[config.mk]
export PLATFORM = sky130hd
export DESIGN_NAME = pwm_channel_bank
export DESIGN_NICKNAME = d
export VERILOG_FILES = /design/src/rtl/synth_pwm_pkg.sv /design/src/rtl/pwm_compare_channel.sv /design/src/rtl/pwm_channel_bank.sv
export SDC_FILE = /design/constraint.sdc
export NUM_CORES = 1
export LEC_CHECK = 0
export ABC_AREA = 1
export BUFFER_PORTS_ARGS = -buffer_cell sky130_fd_sc_hd__buf_2
export CORE_MARGIN = 3
export CORE_UTILIZATION = 66
export DETAILED_ROUTE_END_ITERATION = 8
export GPL_TIMING_DRIVEN = 0
export HOLD_SLACK_MARGIN = 0.05
export PLACE_DENSITY = 0.85
export SETUP_SLACK_MARGIN = 0.02
export SLEW_MARGIN = 20
export SYNTH_ARGS = -nofsm -noshare
export SYNTH_HDL_FRONTEND = slang
export SYNTH_SLANG_ARGS = --single-unit
[constraint.sdc]
create_clock -name clk_io -period 6.4 [get_ports clk_io]
set_input_delay 0 -clock clk_io [delete_from_list [all_inputs] [get_ports clk_io]]
set_output_delay 0 -clock clk_io [all_outputs]
set_load 0.01 [all_outputs]
[src/rtl/synth_pwm_pkg.sv]
// Shared definitions for the PWM channel bank: register map offsets,
// CTRL bit positions and the counter mode / direction encodings.
package synth_pwm_pkg;

  // Register offsets relative to BASE_ADDR
  localparam int OFF_CTRL   = 0;
  localparam int OFF_PERIOD = 1;
  localparam int OFF_ENMASK = 2;
  localparam int OFF_STATUS = 3;
  localparam int OFF_DUTY0  = 4;

  // CTRL register bit indices
  localparam int CTRL_RUN    = 0;
  localparam int CTRL_CENTRE = 1;
  localparam int CTRL_INV    = 2;

  // Counter alignment mode
  typedef enum logic {
    MODE_EDGE   = 1'b0,
    MODE_CENTRE = 1'b1
  } pwm_mode_e;

  // Counter direction, also reported in STATUS above the counter value
  typedef enum logic {
    DIR_UP   = 1'b0,
    DIR_DOWN = 1'b1
  } cnt_dir_e;

endpackage

[src/rtl/pwm_compare_channel.sv]
// One PWM channel: shadow and active duty registers, the duty comparator
// and the registered output bit.
module pwm_compare_channel
  import synth_pwm_pkg::*;
#(
  parameter int CNT_W = 8
) (
  input  logic             clk_io,
  input  logic             reset_io,
  input  logic             duty_we,
  input  logic [CNT_W-1:0] duty_wdata,
  input  logic             load,
  input  logic [CNT_W-1:0] cnt_p0,
  input  logic             run,
  input  logic             en,
  input  logic             inv,
  output logic [CNT_W-1:0] duty_shadow,
  output logic             pwm_p1
);

  logic [CNT_W-1:0] duty_act;
  logic [CNT_W-1:0] duty_nxt;
  logic             raw;

  // A write in the same cycle as a load goes straight through to active.
  assign duty_nxt = duty_we ? duty_wdata : duty_shadow;

  // Duty 0 never beats the counter; duty above the period always does.
  assign raw = (cnt_p0 < duty_act);

  // Shadow/active duty update and registered output (one cycle after counter).
  always_ff @(posedge clk_io or negedge reset_io) begin
    if (!reset_io) begin
      duty_shadow <= '0;
      duty_act    <= '0;
      pwm_p1      <= 1'b0;
    end else begin
      duty_shadow <= duty_nxt;
      if (load) begin
        duty_act <= duty_nxt;
      end
      pwm_p1 <= run & en & (raw ^ inv);
    end
  end

endmodule

[src/rtl/pwm_channel_bank.sv]
// Memory-mapped bank of NUM_CH PWM channels sharing one up/down counter.
// Period, duty and the centre-mode bit are double-buffered and swap into
// their active copies at each period boundary (or every cycle while stopped).
module pwm_channel_bank
  import synth_pwm_pkg::*;
#(
  parameter int                NUM_CH    = 8,
  parameter int                CNT_W     = 8,
  parameter int                DATA_W    = 16,
  parameter int                ADDR_W    = 10,
  parameter logic [ADDR_W-1:0] BASE_ADDR = 10'h3E0
) (
  input  logic              clk_io,
  input  logic              reset_io,
  input  logic              wr_en_io,
  input  logic              rd_en_io,
  input  logic [ADDR_W-1:0] addr_io,
  input  logic [DATA_W-1:0] wr_data_io,
  output logic [DATA_W-1:0] rd_data_io,
  output logic              period_irq_io,
  output logic [NUM_CH-1:0] pwm_io
);

  // Addresses below BASE_ADDR wrap to large offsets and fall outside the map.
  logic [ADDR_W-1:0] off;
  assign off = addr_io - BASE_ADDR;

  logic wr_ctrl, wr_period, wr_enmask;
  assign wr_ctrl   = wr_en_io && (off == ADDR_W'(OFF_CTRL));
  assign wr_period = wr_en_io && (off == ADDR_W'(OFF_PERIOD));
  assign wr_enmask = wr_en_io && (off == ADDR_W'(OFF_ENMASK));

  // Upper write-data bits beyond each field are intentionally dropped.
  logic unused_wr_bits;
  assign unused_wr_bits = ^wr_data_io;

  logic              ctrl_run, ctrl_centre, ctrl_inv;
  pwm_mode_e         centre_act;
  logic [CNT_W-1:0]  period_sh, period_act;
  logic [NUM_CH-1:0] enmask;

  logic [CNT_W-1:0]  cnt_p0, cnt_nxt;
  cnt_dir_e          dir, dir_nxt;
  logic              boundary;
  logic              load;

  logic [CNT_W-1:0]  period_nxt;
  logic              centre_nxt;

  assign period_nxt = wr_period ? wr_data_io[CNT_W-1:0] : period_sh;
  assign centre_nxt = wr_ctrl ? wr_data_io[CTRL_CENTRE] : ctrl_centre;
  assign load       = !ctrl_run || boundary;

  // Control, period and enable registers; active copies follow the shadows on load.
  always_ff @(posedge clk_io or negedge reset_io) begin
    if (!reset_io) begin
      ctrl_run    <= 1'b0;
      ctrl_centre <= 1'b0;
      ctrl_inv    <= 1'b0;
      centre_act  <= MODE_EDGE;
      period_sh   <= '0;
      period_act  <= '0;
      enmask      <= '0;
    end else begin
      if (wr_ctrl) begin
        ctrl_run    <= wr_data_io[CTRL_RUN];
        ctrl_centre <= wr_data_io[CTRL_CENTRE];
        ctrl_inv    <= wr_data_io[CTRL_INV];
      end
      period_sh <= period_nxt;
      if (wr_enmask) begin
        enmask <= wr_data_io[NUM_CH-1:0];
      end
      if (load) begin
        period_act <= period_nxt;
        centre_act <= pwm_mode_e'(centre_nxt);
      end
    end
  end

  // Next counter value, direction and period-boundary detection.
  always_comb begin
    cnt_nxt  = cnt_p0;
    dir_nxt  = dir;
    boundary = 1'b0;
    if (!ctrl_run) begin
      cnt_nxt = '0;
      dir_nxt = DIR_UP;
    end else if (period_act == '0) begin
      cnt_nxt  = '0;
      dir_nxt  = DIR_UP;
      boundary = 1'b1;
    end else if (centre_act == MODE_EDGE) begin
      dir_nxt = DIR_UP;
      if (cnt_p0 >= period_act) begin
        cnt_nxt  = '0;
        boundary = 1'b1;
      end else begin
        cnt_nxt = cnt_p0 + CNT_W'(1);
      end
    end else begin
      if (dir == DIR_UP && cnt_p0 < period_act) begin
        cnt_nxt = cnt_p0 + CNT_W'(1);
      end else if (cnt_p0 <= CNT_W'(1)) begin
        cnt_nxt  = '0;
        dir_nxt  = DIR_UP;
        boundary = 1'b1;
      end else begin
        cnt_nxt = cnt_p0 - CNT_W'(1);
        dir_nxt = DIR_DOWN;
      end
    end
  end

  // Shared counter state and the registered period interrupt pulse.
  always_ff @(posedge clk_io or negedge reset_io) begin
    if (!reset_io) begin
      cnt_p0        <= '0;
      dir           <= DIR_UP;
      period_irq_io <= 1'b0;
    end else begin
      cnt_p0        <= cnt_nxt;
      dir           <= dir_nxt;
      period_irq_io <= boundary;
    end
  end

  logic [CNT_W-1:0] duty_sh [NUM_CH];

  for (genvar i = 0; i < NUM_CH; i++) begin : g_ch
    logic duty_we;
    assign duty_we = wr_en_io && (off == ADDR_W'(OFF_DUTY0 + i));

    pwm_compare_channel #(
      .CNT_W(CNT_W)
    ) u_ch (
      .clk_io      (clk_io),
      .reset_io    (reset_io),
      .duty_we     (duty_we),
      .duty_wdata  (wr_data_io[CNT_W-1:0]),
      .load        (load),
      .cnt_p0      (cnt_p0),
      .run         (ctrl_run),
      .en          (enmask[i]),
      .inv         (ctrl_inv),
      .duty_shadow (duty_sh[i]),
      .pwm_p1      (pwm_io[i])
    );
  end

  logic [DATA_W-1:0] rd_mux;

  // Readback selection; shadow copies are returned for PERIOD and DUTY.
  always_comb begin
    rd_mux = '0;
    if (off == ADDR_W'(OFF_CTRL)) begin
      rd_mux = DATA_W'({ctrl_inv, ctrl_centre, ctrl_run});
    end else if (off == ADDR_W'(OFF_PERIOD)) begin
      rd_mux = DATA_W'(period_sh);
    end else if (off == ADDR_W'(OFF_ENMASK)) begin
      rd_mux = DATA_W'(enmask);
    end else if (off == ADDR_W'(OFF_STATUS)) begin
      rd_mux = DATA_W'({dir, cnt_p0});
    end
    for (int i = 0; i < NUM_CH; i++) begin
      if (off == ADDR_W'(OFF_DUTY0 + i)) begin
        rd_mux = DATA_W'(duty_sh[i]);
      end
    end
  end

  // Registered read data, held while no read is requested.
  always_ff @(posedge clk_io or negedge reset_io) begin
    if (!reset_io) begin
      rd_data_io <= '0;
    end else if (rd_en_io) begin
      rd_data_io <= rd_mux;
    end
  end

endmodule

Yosys cells after proc, flatten, opt, wreduce, memory -nomap -nowiden
Cells that the tools add are included.
{ "totals": {"n_memories": 0, "latchBits": 0, "mem_bits_rw": 0, "register_bits": 190, "romBits": 0, "out_inout_bits": 25} }
{ "classes": {"eq_ne": 12, "shifts": 0, "bitwise": 25, "magnitude_cmp": 11, "add_sub_neg": 3, "div": 0, "reduce_logical": 16, "mux": 39, "n_mul": 0} }
{ "op_table": {"columns": ["operator", "n"], "rows": [
  ["$mux W16", 8],
  ["$mux W8", 15],
  ["$lt A8 B8 Y1", 9],
  ["$eq A10 B3 Y1 const B", 4],
  ["$eq A10 B4 Y1 const B", 4],
  ["$mux W9", 4],
  ["$eq A10 B2 Y1 const B", 2],
  ["$and A1 B1 Y1", 16],
  ["$logic_and A1 B1 Y1", 12],
  ["$mux W1", 12],
  ["$eq A10 B1 Y1 const B", 1],
  ["$logic_not A10 Y1", 1],
  ["$sub A10 B10 Y10 const B", 1],
  ["$add A8 B1 Y8 const B", 1],
  ["$ge A8 B8 Y1", 1],
  ["$le A8 B1 Y1 const B", 1],
  ["$logic_not A8 Y1", 1],
  ["$sub A8 B1 Y8 const B", 1],
  ["$xor A1 B1 Y1", 8],
  ["$ne A4 B4 Y1 const B", 1],
  ["$logic_not A1 Y1", 1],
  ["$logic_or A1 B1 Y1", 1],
  ["$not A1 Y1", 1]
]} }

Logic depth before layout (Yosys ltp)
Gate-level depths: netlist of run 1.
{ "logic_depth": {"ltp_word": 14, "ltp_mapped": 19} }

Modules after synthesis
From an unflattened synthesis of run 1, not the netlist that was laid out.
{ "hier_totals": {"cells_unflattened": 1128, "hier_area_um2": 10079.7} }
{ "by_module_without_submodules": {"columns": ["module", "cells_per_inst", "seq_area_each_um2", "area_each_um2", "instances"], "rows": [
  ["pwm_compare_channel", 79, 425.4, 820.8, 8],
  ["pwm_channel_bank", 496, 1176.1, 3513.4, 1]
]} }

Worst setup path before layout of run 1
Ideal clock, no wire load.
{ "synth_path": {"path_kind": "flip-flop to flip-flop", "startpoint": "register cnt_p0[0]", "endpoint": "register g_ch[2].u_ch.duty_act[6]", "path_stages_with_launch": 17, "period_less_slack_ps": 2249, "setup_ps": 126, "setup_slack_ps": 4151, "arrival_time_ps": 2123, "required_ps": 6274, "path_cell_list": "dfrtp_1 -> inv_1 -> clkbuf_1 -> ha_1 -> inv_1 -> a21oi_1 -> o21ai_0 -> nand2_1 -> nand3_1 -> nand2_2 -> nor2_1 -> inv_2 -> nand2_2 -> buf_4 -> buf_2 -> nand2_1 -> o21ai_0"} }
{ "synth_between": {"elab_chain_len": 7, "word_cells_on_any_way": 11} }
{ "synth_lines": {"columns": ["element", "line", "source"], "rows": [
  ["start, declared", "pwm_channel_bank.sv:42", "logic [CNT_W-1:0] cnt_p0, cnt_nxt;"],
  ["start signal, assigned", "pwm_channel_bank.sv:122", "cnt_p0 <= cnt_nxt;"],
  ["$le A8 B1 Y1 or $lt A8 B8 Y1 (tied branches)", "pwm_channel_bank.sv:104, pwm_channel_bank.sv:102", null],
  ["$mux W1 or $logic_and A1 B1 Y1 (tied branches)", "pwm_channel_bank.sv:104, pwm_channel_bank.sv:102", null],
  ["$mux W1", "pwm_channel_bank.sv:102", "if (dir == DIR_UP && cnt_p0 < period_act) begin"],
  ["$mux W1 (*)", "pwm_channel_bank.sv:93", "end else if (centre_act == MODE_EDGE) begin"],
  ["$mux W1 (*)", "pwm_channel_bank.sv:89", "end else if (period_act == '0) begin"],
  ["$mux W1 (*)", "pwm_channel_bank.sv:86", "if (!ctrl_run) begin"],
  ["$logic_or A1 B1 Y1 (*)", "pwm_channel_bank.sv:52", "assign load = !ctrl_run || boundary;"],
  ["end signal, assigned", "pwm_compare_channel.sv:40", "duty_act <= duty_nxt;"],
  ["end, declared", "pwm_compare_channel.sv:21", "logic [CNT_W-1:0] duty_act;"]
]} }
Every way passes the cells marked *; elsewhere a longest branch is shown, timed or not.
A chain may end at the register's enable or synchronous reset.

Worst setup path after layout of run 1
{ "layout_path": {"startpoint": "register cnt_p0[0]", "endpoint": "register g_ch[1].u_ch.duty_act[2]"} }
{ "layout_between": {"elab_chain_len": 7, "word_cells_on_any_way": 11} }
{ "layout_lines": {"columns": ["element", "line"], "rows": [
  ["$le A8 B1 Y1 or $lt A8 B8 Y1 (tied branches)", "pwm_channel_bank.sv:104, pwm_channel_bank.sv:102"],
  ["$mux W1 or $logic_and A1 B1 Y1 (tied branches)", "pwm_channel_bank.sv:104, pwm_channel_bank.sv:102"],
  ["$mux W1", "pwm_channel_bank.sv:102"],
  ["$mux W1 (*)", "pwm_channel_bank.sv:93"],
  ["$mux W1 (*)", "pwm_channel_bank.sv:89"],
  ["$mux W1 (*)", "pwm_channel_bank.sv:86"],
  ["$logic_or A1 B1 Y1 (*)", "pwm_channel_bank.sv:52"],
  ["end signal, assigned", "pwm_compare_channel.sv:40"],
  ["end, declared", "pwm_compare_channel.sv:21"]
]} }
Marks and branches as above.

==> impl_metrics.py, run 1 <==
metrics = {
    "die": {
        "die-area_mm2": 0.01648,
        "ios": 55,
        "die_w_um": 128.4,
        "rows": 44,
        "core_area_mm2": 0.01459,
        "die_h_um": 128.4,
        "initial_utilization_pct": 67.73,
    },
    "logic_synthesis": {
        "ys_warn_count": 0,
        "syn_area_mm2": 0.009881,
        "synth_compound_area_share_pct": 13.61,
        "synth_top_area_share_pct": 46.35,
        "yosys.cell_types.count": 43,
        "synth.largest_area_cell": "dfrtp_1",
        "synth_common_cells": "nand2_1, dfrtp_1, inv_1",
        "async_flop_share_pct": 100.0,
        "yosysMostFrequentCell": "nand2_1",
        "synth_top_family_by_area": "simple AND/OR/NAND/NOR gates",
        "syn_avg_cell_area_um2": 8.268,
        "netlist_top_cells_area": "dfrtp_1, nand2_1, ha_1, inv_1, o21ai_0",
        "synthMuxAreaShare_pct": 0,
        "ys_ff_latch": 183,
        "synthCells": 1195,
        "synth_xor_area_share_pct": 0.7978,
        "synth_fa_ha_area_share_pct": 8.611,
        "ys_seq_area_share_pct": 46.35,
        "synthSimpleGateAreaFrac_pct": 21.25,
        "synthFlopType": "dfrtp_1",
        "synth_edf_count": 0,
    },
    "cells_and_area": {
        "drive_gt1_share_pct": 11.98,
        "nets": 1362,
        "fin_area_mm2": 0.01105,
        "area_delta_synth_final_pct": 11.84,
        "antennaDiodeCount": 0,
    },
    "place": {
        "port_buffers": 37,
        "place_congestion": 0.9760,
        "place_area_mm2": 0.01036,
        "dpl.hpwl_um": 21080,
    },
    "cts": {
        "cts_buffers": 17,
        "clock_latency_ns": 0.45,
        "cts.clk_slew.worst_paths_ns": 0.07,
        "htree_levels": 4,
        "cts_buffer_depth": 2,
        "clk_root_buffer_cell": "clkbuf_16",
        "cts_tree": "yes",
        "cts_num_sinks": 183,
    },
    "timing": {
        "slew_viol_final": 0,
        "period_minus_slack_ns": 3.549,
        "grt_setup_unrepaired": "no",
        "post-route-period-util_pct": 55.45,
        "tightest_slew_ns": 1.035,
        "hold_viol": 0,
        "final.setup.tns_ns": 0,
        "maxSlewHeadroom_pct": 31.00,
        "skew_ns": 0.01234,
        "timing.fmax_ghz": 0.2818,
        "setup_violations": 0,
    },
    "grt": {
        "grt_max_degree": 95,
        "grt_pass1_vias": 8906,
        "grt_overflow_total": 0,
        "grt_pass1_wl_um": 47930,
        "grt_usage_pct": 38.95,
        "antenna_found_initial": 0,
    },
    "setup_path": {
        "required_ns": 6.69,
        "arrival_ns": 3.84,
        "critical_path_class": "flop to flop",
        "start_kind": "flop",
        "critPathMaxFanout": 11,
        "critPathCaptureType": "flop",
    },
    "route": {
        "drt_iter0_drc": 1186,
        "ant_nets": 0,
        "firstDrtPassIters": 5,
        "avgRoutedWirePerCell_um": 21.13,
        "wirelength_um": 30880,
        "viasPerCell": 6.157,
        "drcViolationCount": 0,
        "via_count": 8996,
    },
    "flow_run": {
        "drv_cap": 0,
    },
    "power_and_ir_drop": {
        "total_power_mw": 2.486,
        "p_per_area_mw_per_mm2": 225.0,
        "peakVddDrop_uv": 224.4,
        "leakagePower_nw": 5.362,
    },
    "min_path": {
        "hp-class": "primary input to flop",
    },
    "run_status": {
        "status": "completed",
    },
}
[final cells by class]
type                    instances  area, µm²
multi-input cells             820       4400
clock buffers                  19      442.9
repair buffers                 44      282.8
inverters                     141      530.5
plain buffers                  57      392.9
well taps                     184      230.2
clock inverters                13      191.4
fillers                      1096       3538
flip-flops and latches        183       4579
[cell families (layout without fill, tap and decap cells)]
logic type / after synthesis / in the layout
buf+inv: 198 / 274
fa+ha+maj: 68 / 68
other cells: 1 / 7
xor+xnor: 9 / 9
flops: 183 / 183
compound gates: 250 / 250
simple gates: 486 / 486
[sequential cells by signal, summed over array words and instances (netlist names)]
| name | cells |
|---|---|
| g_ch.u_ch.pwm_p1 | 8 |
| period_sh | 8 |
| cnt_p0 | 8 |
| dir | 1 |
| ctrl_run | 1 |
| centre_act | 1 |
| rd_data_io | 9 |
| ctrl_centre | 1 |
| period_act | 8 |
| period_irq_io | 1 |
| g_ch.u_ch.duty_shadow | 64 |
| g_ch.u_ch.duty_act | 64 |
| ctrl_inv | 1 |
| enmask | 8 |
[path summary, 6_finish.rpt]
kind	start	end	slack [ns]	cells after the start
max reg2reg	cnt_p0[0]	g_ch[1].u_ch.duty_act[2]	2.85	11
max in group asynchronous	reset_io	g_ch[4].u_ch.duty_shadow[7]	5.33	3
min in group asynchronous	reset_io	period_act[2]	0.16	2
max	cnt_p0[0]	g_ch[1].u_ch.duty_act[2]	2.85	11
min	wr_data_io[7]	enmask[7]	0.11	3
min reg2reg	rd_data_io[4]	rd_data_io[4]	0.48	2
[routing by layer]
layer	wire length [µm]	up-vias	GRT usage (%)
li1	-	4035	-
met1	11810	4239	50.26
met2	13990	584	60.56
met3	3307	138	9.631
met4	1771	0	21.91
met5	0	-	0
[report_power, final]
part	internal [mW]	switching [mW]	leakage [nW]	total, mW
registers	1.17	0.00997	2.55	1.18
logic	0.0424	0.111	2.50	0.154
clock network	0.671	0.478	0.312	1.15
[stage by stage]
stage          setup slack (ns)  hold WS (ns)  utilization, %  std cells
6_report                  2.851        0.1082           75.75       1461
5_1_grt                   2.715       0.09107           75.75       1461
4_1_cts                   2.994        0.1132           75.75       1461
3_5_place_dp              3.044       0.06348           70.99       1423
2_1_floorplan             4.151       -0.2956               -       1201
3_3_place_gp              2.472        0.3118           70.73       1422
[layout by cell type, fill, tap and decap left out, types with 25 or more instances in the layout]
cell     count
inv_1      134
a21oi_1     48
ha_1        68
o21ai_0     96
nor2_1      67
nand3_1     49
dfrtp_1    183
o21ai_1     72
nand2_1    311
buf_4       25
buf_2       49
[what timing repair did]
action,4_1_cts,5_1_grt
hold endpoints to repair,108,0
buffers inserted,0,0
hold buffers,6,0
resized for setup,0,0
[worst max-delay path: stages, from the launching register on]
cell and delay (ns):
dfrtp_1 0.48, inv_1 0.11, clkbuf_1 0.72, ha_1 0.33
nor2_1 0.07, nor3_2 0.26, inv_1 0.09, nor2_1 0.22
inv_2 0.22, nand2_2 0.15, clkbuf_1 0.53, o21ai_0 0.18
Note: power is estimated with default switching activity, not from simulation.
==> inputs of run 2 (changes only) <==
--- a/config.mk
+++ b/config.mk
@@ -8,11 +8,11 @@
 export ABC_AREA = 1
 export BUFFER_PORTS_ARGS = -buffer_cell sky130_fd_sc_hd__buf_2
 export CORE_MARGIN = 3
-export CORE_UTILIZATION = 66
+export CORE_UTILIZATION = 62
 export DETAILED_ROUTE_END_ITERATION = 8
 export GPL_TIMING_DRIVEN = 0
 export HOLD_SLACK_MARGIN = 0.05
-export PLACE_DENSITY = 0.85
+export PLACE_DENSITY = 0.81
 export SETUP_SLACK_MARGIN = 0.02
 export SLEW_MARGIN = 20
 export SYNTH_ARGS = -nofsm -noshare
==> constraint.sdc (replaced) <==
create_clock -name clk_io -period 3.64 [get_ports clk_io]
set_input_delay 0 -clock clk_io [delete_from_list [all_inputs] [get_ports clk_io]]
set_output_delay 0 -clock clk_io [all_outputs]
set_load 0.01 [all_outputs]
==> run 2 against run 1 <==
  * Clock skew barely moved
  * Die area up 6.1%
  * Global-route usage decreased by 4.3 points
  * Non-clock buffer count shrank 1
  * Wire length fell by 4.2%
  * Register-to-register slack lost 2.6 ns
  * Design area is 0.19% higher
  * Worst setup slack lost 2.6 ns
  * Critical endpoint is now g_ch[1].u_ch.duty_act[3]
==> impl_metrics.py, run 2 (synthesis gave the netlist of run 1 again) <==
metrics = {
    "cts": {
        "clock_latency_ns": 0.44,
        "cts_tree": "yes",
        "cts_buffers": 17,
        "cts_setup_buffers": 0,
        "clk_root_buffer_cell": "clkbuf_16",
        "cts_num_sinks": 183,
        "cts_buffer_depth": 2,
        "htree_levels": 4,
        "cts.clk_slew.worst_paths_ns": 0.07,
    },
    "power_and_ir_drop": {
        "peakVddDrop_uv": 477.9,
        "p_per_area_mw_per_mm2": 390.5,
        "leakagePower_nw": 5.355,
    },
    "route": {
        "avgRoutedWirePerCell_um": 19.89,
        "wirelength_um": 29570,
        "viasPerCell": 5.885,
        "drt_iter0_drc": 905,
        "drcViolationCount": 0,
        "ant_nets": 0,
        "firstDrtPassIters": 5,
        "via_count": 8751,
    },
    "cells_and_area": {
        "postLayoutCoreUtil_pct": 72.03,
        "mostFrequentLayoutCells": "nand2_1, dfrtp_1, inv_1",
        "nets": 1361,
        "fin_area_mm2": 0.01107,
        "top_regs": "g_ch.u_ch.duty_act: 64 flops, g_ch.u_ch.duty_shadow: 64 flops, rd_data_io: 9 flops",
        "area_delta_synth_final_pct": 12.06,
        "mostFrequentLayoutCell": "nand2_1",
        "stdcell_count": 1487,
        "antennaDiodeCount": 0,
        "drive_gt1_share_pct": 12.07,
    },
    "grt": {
        "grt_overflow_total": 0,
        "grt_usage_pct": 34.65,
        "grt_pass1_wl_um": 46560,
        "antenna_found_initial": 0,
        "grt_pass1_vias": 8543,
        "grt_max_degree": 102,
    },
    "run_status": {
        "status": "completed",
    },
    "setup_path": {
        "max_stage_delay_ns": 0.78,
        "startpoint": "cnt_p0[7]",
        "worstReg2RegStart": "cnt_p0[7]",
        "critical_path_class": "flop to flop",
        "r2r_end": "g_ch[1].u_ch.duty_act[3]",
        "rrSetupSlack_ns": 0.25,
        "worst_r2r_path_depth": 11,
        "start_kind": "flop",
        "critPathSlowestCell": "dfrtp_1",
        "arrival_ns": 3.67,
        "path_cells": "ha_1 > nand2_1 > nor2_1 > nand2_1 > nand3_1 > nand2_2 > nor2_1 > inv_2 > nand2_2 > clkbuf_1 > o21ai_0",
        "required_ns": 3.92,
        "critPathCaptureType": "flop",
        "critPathMaxFanout": 13,
        "endpoint": "g_ch[1].u_ch.duty_act[3]",
    },
    "place": {
        "place_area_mm2": 0.01039,
        "place_congestion": 0.9835,
        "dp.cells": 1450,
        "place_ws_ns": 0.2398,
        "dpl.hpwl_um": 20480,
        "port_buffers": 37,
    },
    "die": {
        "die-area_mm2": 0.01749,
        "rows": 45,
        "die_w_um": 132.2,
        "core_area_mm2": 0.01537,
        "die_h_um": 132.2,
        "initial_utilization_pct": 64.28,
        "ios": 55,
    },
    "timing": {
        "skew_ns": 0.01256,
        "fin_ws_ns": 0.2544,
        "post-route-period-util_pct": 93.01,
        "hold_viol": 0,
        "period_minus_slack_ns": 3.386,
        "grt_setup_unrepaired": "no",
        "maxSlewHeadroom_pct": 29.31,
        "tightest_slew_ns": 1.060,
        "timing.fmax_ghz": 0.2954,
        "slew_viol_final": 0,
        "setup_violations": 0,
    },
    "min_path": {
        "hp-class": "primary input to asynchronous set/reset pin",
    },
    "flow_run": {
        "drv_cap": 0,
    },
}
==> run 2: cell types whose count changed in the layout (fill, tap and decap cells not counted), sizes merged <==
cell / previous run / this run
clkbuf: 29 / 27
inv: 144 / 146
bufinv: 4 / 3
==> run 2: stage by stage <==
| stage | hold WS [ns] | TNS (ns) | total power, mW |
|---|---|---|---|
| 6_report | 0.1497 | 0 | 4.324 |
| 3_3_place_gp | 0.3095 | -50.68 | 2.363 |
| 5_1_grt | 0.1730 | 0 | 4.447 |
| 3_5_place_dp | 0.02471 | 0 | 2.373 |
| 4_1_cts | 0.1327 | 0 | 4.322 |
| 2_1_floorplan | -0.2956 | 0 | 2.251 |
==> run 2: area by class of cell <==
type,instances,area [µm²]
Fill cell,1183,4299
Clock buffer,18,439.2
Clock inverter,14,186.4
Tap cell,211,264.0
Multi-Input combinational cell,820,4400
Timing Repair Buffer,44,282.8
Sequential cell,183,4579
Buffer,56,389.1
Inverter,141,530.5
==> run 2: critical path, delay by kind of cell, from the launching register on <==
kind	cells	cell delay, ns
simple gates	7	0.95
buf+inv	2	0.80
flops	1	0.78
fa+ha+maj	1	0.53
compound gates	1	0.18
==> run 2: worst min path at each step <==
stage | start | endpoint | slack (ns) | cells after the start
after floorplan | reset_io | centre_act | -0.30 | 0
after global placement | wr_data_io[0] | period_sh[0] | 0.31 | 3
after detailed placement | reset_io | g_ch[7].u_ch.duty_act[6] | 0.02 | 1
after CTS | wr_data_io[7] | enmask[7] | 0.13 | 3
after global routing | wr_data_io[3] | g_ch[3].u_ch.duty_shadow[3] | 0.17 | 3
final | reset_io | g_ch[7].u_ch.duty_act[6] | 0.15 | 2
==> run 2: repair_timing <==
item,in CTS,in global routing
endpoints found under the hold margin,101,0
hold buffers,6,0
resized for setup,0,0
setup endpoints to repair,0,34
==> run 2: power by group <==
group	switching [mW]	leakage, nW	internal [mW]
sequential	0.0165	2.55	2.06
combinational	0.191	2.50	0.0744
clock	0.858	0.306	1.12
==> run 2: layer usage <==
layer | up-vias | wire [µm] | part of all wire, % | GRT usage (%)
met4 | 0 | 1279 | 4.3 | 14.43
li1 | 4034 | - | - | -
met2 | 428 | 13240 | 45 | 53.34
met1 | 4191 | 12270 | 41 | 47.49
met3 | 98 | 2781 | 9.4 | 8.435
met5 | - | 0 | 0 | 0
==> inputs of run 3 (changes only) <==
--- a/config.mk
+++ b/config.mk
@@ -17,4 +17,5 @@
 export SLEW_MARGIN = 20
 export SYNTH_ARGS = -nofsm -noshare
 export SYNTH_HDL_FRONTEND = slang
+export SYNTH_HIERARCHICAL = 1
 export SYNTH_SLANG_ARGS = --single-unit
==> run 3 against run 2 <==
  * Sequential cell count unchanged
  * Global-route usage decreased by 3.5 points
  * Synthesized cell count is 5.6% lower
  * Largest cell class is now multi-input combinational cells
  * Highest routed layer is now met5
==> impl_metrics.py, run 3 <==
metrics = {
    "run_status": {
        "status": "completed",
    },
    "cts": {
        "htree_levels": 4,
        "cts_buffers": 17,
        "clock_latency_ns": 0.44,
        "cts_tree": "yes",
        "clk_root_buffer_cell": "clkbuf_16",
        "cts.clk_slew.worst_paths_ns": 0.07,
        "cts_setup_buffers": 0,
        "cts_buffer_depth": 2,
        "cts_num_sinks": 183,
    },
    "setup_path": {
        "arrival_ns": 3.59,
        "required_ns": 3.94,
        "critical_path_class": "flop to flop",
        "critPathMaxFanout": 57,
        "critPathCaptureType": "flop",
        "start_kind": "flop",
    },
    "logic_synthesis": {
        "ys_warn_count": 6,
        "synth_common_cells": "nand2_1, dfrtp_1, inv_1",
        "synth.largest_area_cell": "dfrtp_1",
        "synth_fa_ha_area_share_pct": 8.441,
        "ys_seq_area_share_pct": 45.43,
        "syn_area_mm2": 0.01008,
        "syn_avg_cell_area_um2": 8.936,
        "synth_top_area_share_pct": 45.43,
        "synthFlopType": "dfrtp_1",
        "synthMuxAreaShare_pct": 8.640,
        "yosysMostFrequentCell": "nand2_1",
        "synthSimpleGateAreaFrac_pct": 19.40,
        "synth_compound_area_share_pct": 9.235,
        "synth_edf_count": 0,
        "ys_ff_latch": 183,
        "synthCells": 1128,
        "synth_xor_area_share_pct": 0.6951,
        "synth_top_family_by_area": "simple AND/OR/NAND/NOR gates",
        "yosys.cell_types.count": 50,
        "async_flop_share_pct": 100.0,
        "netlist_top_cells_area": "dfrtp_1, nand2_1, ha_1, mux2_2, inv_1",
    },
    "die": {
        "die-area_mm2": 0.01782,
        "rows": 45,
        "core_area_mm2": 0.01554,
        "initial_utilization_pct": 64.86,
        "die_w_um": 133.5,
        "die_h_um": 133.5,
        "ios": 55,
    },
    "timing": {
        "setup_violations": 0,
        "hold_viol": 0,
        "slew_viol_final": 0,
        "grt_setup_unrepaired": "no",
        "tightest_slew_ns": 0.9590,
        "period_minus_slack_ns": 3.292,
        "final.setup.tns_ns": 0,
        "skew_ns": 0.004724,
        "maxSlewHeadroom_pct": 36.06,
        "post-route-period-util_pct": 90.44,
        "timing.fmax_ghz": 0.3038,
    },
    "power_and_ir_drop": {
        "comb_power_share_pct": 6.0,
        "seq_power_share_pct": 48.0,
        "peakVddDrop_uv": 357.9,
        "intPower_mw": 3.353,
        "p_per_area_mw_per_mm2": 381.8,
        "total_power_mw": 4.342,
        "power_frac_clock_pct": 46.1,
        "p_switching_mw": 0.9897,
        "switching_share_pct": 22.79,
        "leakagePower_nw": 5.660,
    },
    "cells_and_area": {
        "nets": 1302,
        "antennaDiodeCount": 0,
        "mostFrequentLayoutCell": "nand2_1",
        "drive_gt1_share_pct": 17.01,
        "fin_area_mm2": 0.01137,
        "area_delta_synth_final_pct": 12.84,
        "top_regs": "g_ch.u_ch/duty_act: 64 flops, g_ch.u_ch/duty_shadow: 64 flops, rd_data_io: 9 flops",
        "mostFrequentLayoutCells": "nand2_1, dfrtp_1, inv_1",
    },
    "grt": {
        "grt_usage_pct": 31.12,
        "grt_pass1_vias": 8035,
        "grt_max_degree": 97,
        "antenna_found_initial": 1,
        "grt_pass1_wl_um": 42540,
        "grt_overflow_total": 0,
    },
    "place": {
        "port_buffers": 38,
        "dpl.hpwl_um": 18100,
        "place_congestion": 0.9465,
        "place_area_mm2": 0.01059,
    },
    "route": {
        "viasPerCell": 5.740,
        "drcViolationCount": 0,
        "firstDrtPassIters": 7,
        "avgRoutedWirePerCell_um": 18.83,
        "ant_nets": 0,
        "drt_iter0_drc": 702,
        "via_count": 8197,
        "wirelength_um": 26890,
    },
    "flow_run": {
        "drv_cap": 0,
    },
    "min_path": {
        "hp-class": "primary input to asynchronous set/reset pin",
    },
}
## run 3: cell count changes after synthesis, moves of 9 or more
cell	before	now
nand2_1	311	281
mux2_2	0	56
buf_4	25	9
o21ai_0	96	75
buf_2	13	4
mux2_4	0	16
o211ai_1	15	0
o21ai_1	72	18
## run 3: area by class of cell
| cell class | instances | area, µm² |
|---|---|---|
| inverter | 148 | 558.0 |
| tap | 211 | 264.0 |
| buffer | 35 | 270.3 |
| timing repair buffer | 51 | 347.8 |
| sequential | 183 | 4587 |
| multi-input combinational | 768 | 4705 |
| clock buffer | 21 | 470.5 |
| fill | 1164 | 4167 |
| clock inverter | 11 | 171.4 |
## run 3: timing repair
action	4_1_cts	5_1_grt
hold buffers	12	0
endpoints found under the setup margin	64	62
resized for setup	2	8
hold endpoints to repair	122	0
## run 3: power by group through the flow
| stage | sequential, mW | combinational (mW) | clock [mW] |
|---|---|---|---|
| 3_3_place_gp | 2.12 | 0.234 | 0 |
| 6_report | 2.08 | 0.260 | 2.00 |
| 3_5_place_dp | 2.12 | 0.246 | 0 |
| 4_1_cts | 2.08 | 0.258 | 2.02 |
| 2_1_floorplan | 2.11 | 0.132 | 0 |
| 5_1_grt | 2.08 | 0.289 | 2.09 |
## run 3: metal layers
metal | vias up | GRT usage (%) | share of wire [%]
met5 | - | 0 | 0.048
met4 | 2 | 11.43 | 3.0
met3 | 71 | 5.476 | 6.6
met2 | 316 | 49.32 | 47
met1 | 3978 | 43.39 | 43
li1 | 3830 | - | -
## run 3: stage by stage
step / hold WS (ns) / std cells / utilization, % / setup slack, ns
global route: 0.2060 / 1428 / 73.19 / 0.07063
floorplan: -0.2956 / 1134 / - / 0.7977
finish: 0.1393 / 1428 / 73.19 / 0.3480
global placement: 0.3357 / 1383 / 67.93 / -0.3186
CTS: 0.1288 / 1428 / 73.10 / 0.1027
detailed placement: 0.04903 / 1384 / 68.17 / -0.3548
## run 3: critical path, cell delays in order, from the launching register on
cell	delay [ns]
dfrtp_1	0.69
ha_1	0.44
nand2_1	0.07
o21ai_1	0.13
nand4_1	0.13
nand3_1	0.14
nand2_1	0.15
o21ai_1	0.15
nor2_1	0.09
nand2_2	0.20
buf_8	0.38
clkbuf_1	0.37
o21ai_0	0.16
## run 3: path summary, 6_finish.rpt
kind / startpoint / end / slack [ns] / cells after the start
min reg2reg: rd_data_io[8] / rd_data_io[8] / 0.48 / 2
max: cnt_p0[2] / g_ch[6].u_ch/duty_act[6] / 0.35 / 12
min: reset_io / period_irq_io / 0.14 / 2
max reg2reg: cnt_p0[2] / g_ch[6].u_ch/duty_act[6] / 0.35 / 12
max in group asynchronous: reset_io / g_ch[4].u_ch/duty_act[5] / 2.60 / 3
min in group clk_io: addr_io[3] / ctrl_run / 0.16 / 6
## run 3: cells by family (layout without fill, tap and decap cells)
group           count (synthesis)  after routing
compound gates                168            168
fa+ha+maj                      68             68
xor+xnor                        8              8
mux                            72             72
other cells                     1              7
simple gates                  445            445
flops                         183            183
buf+inv                       183            266
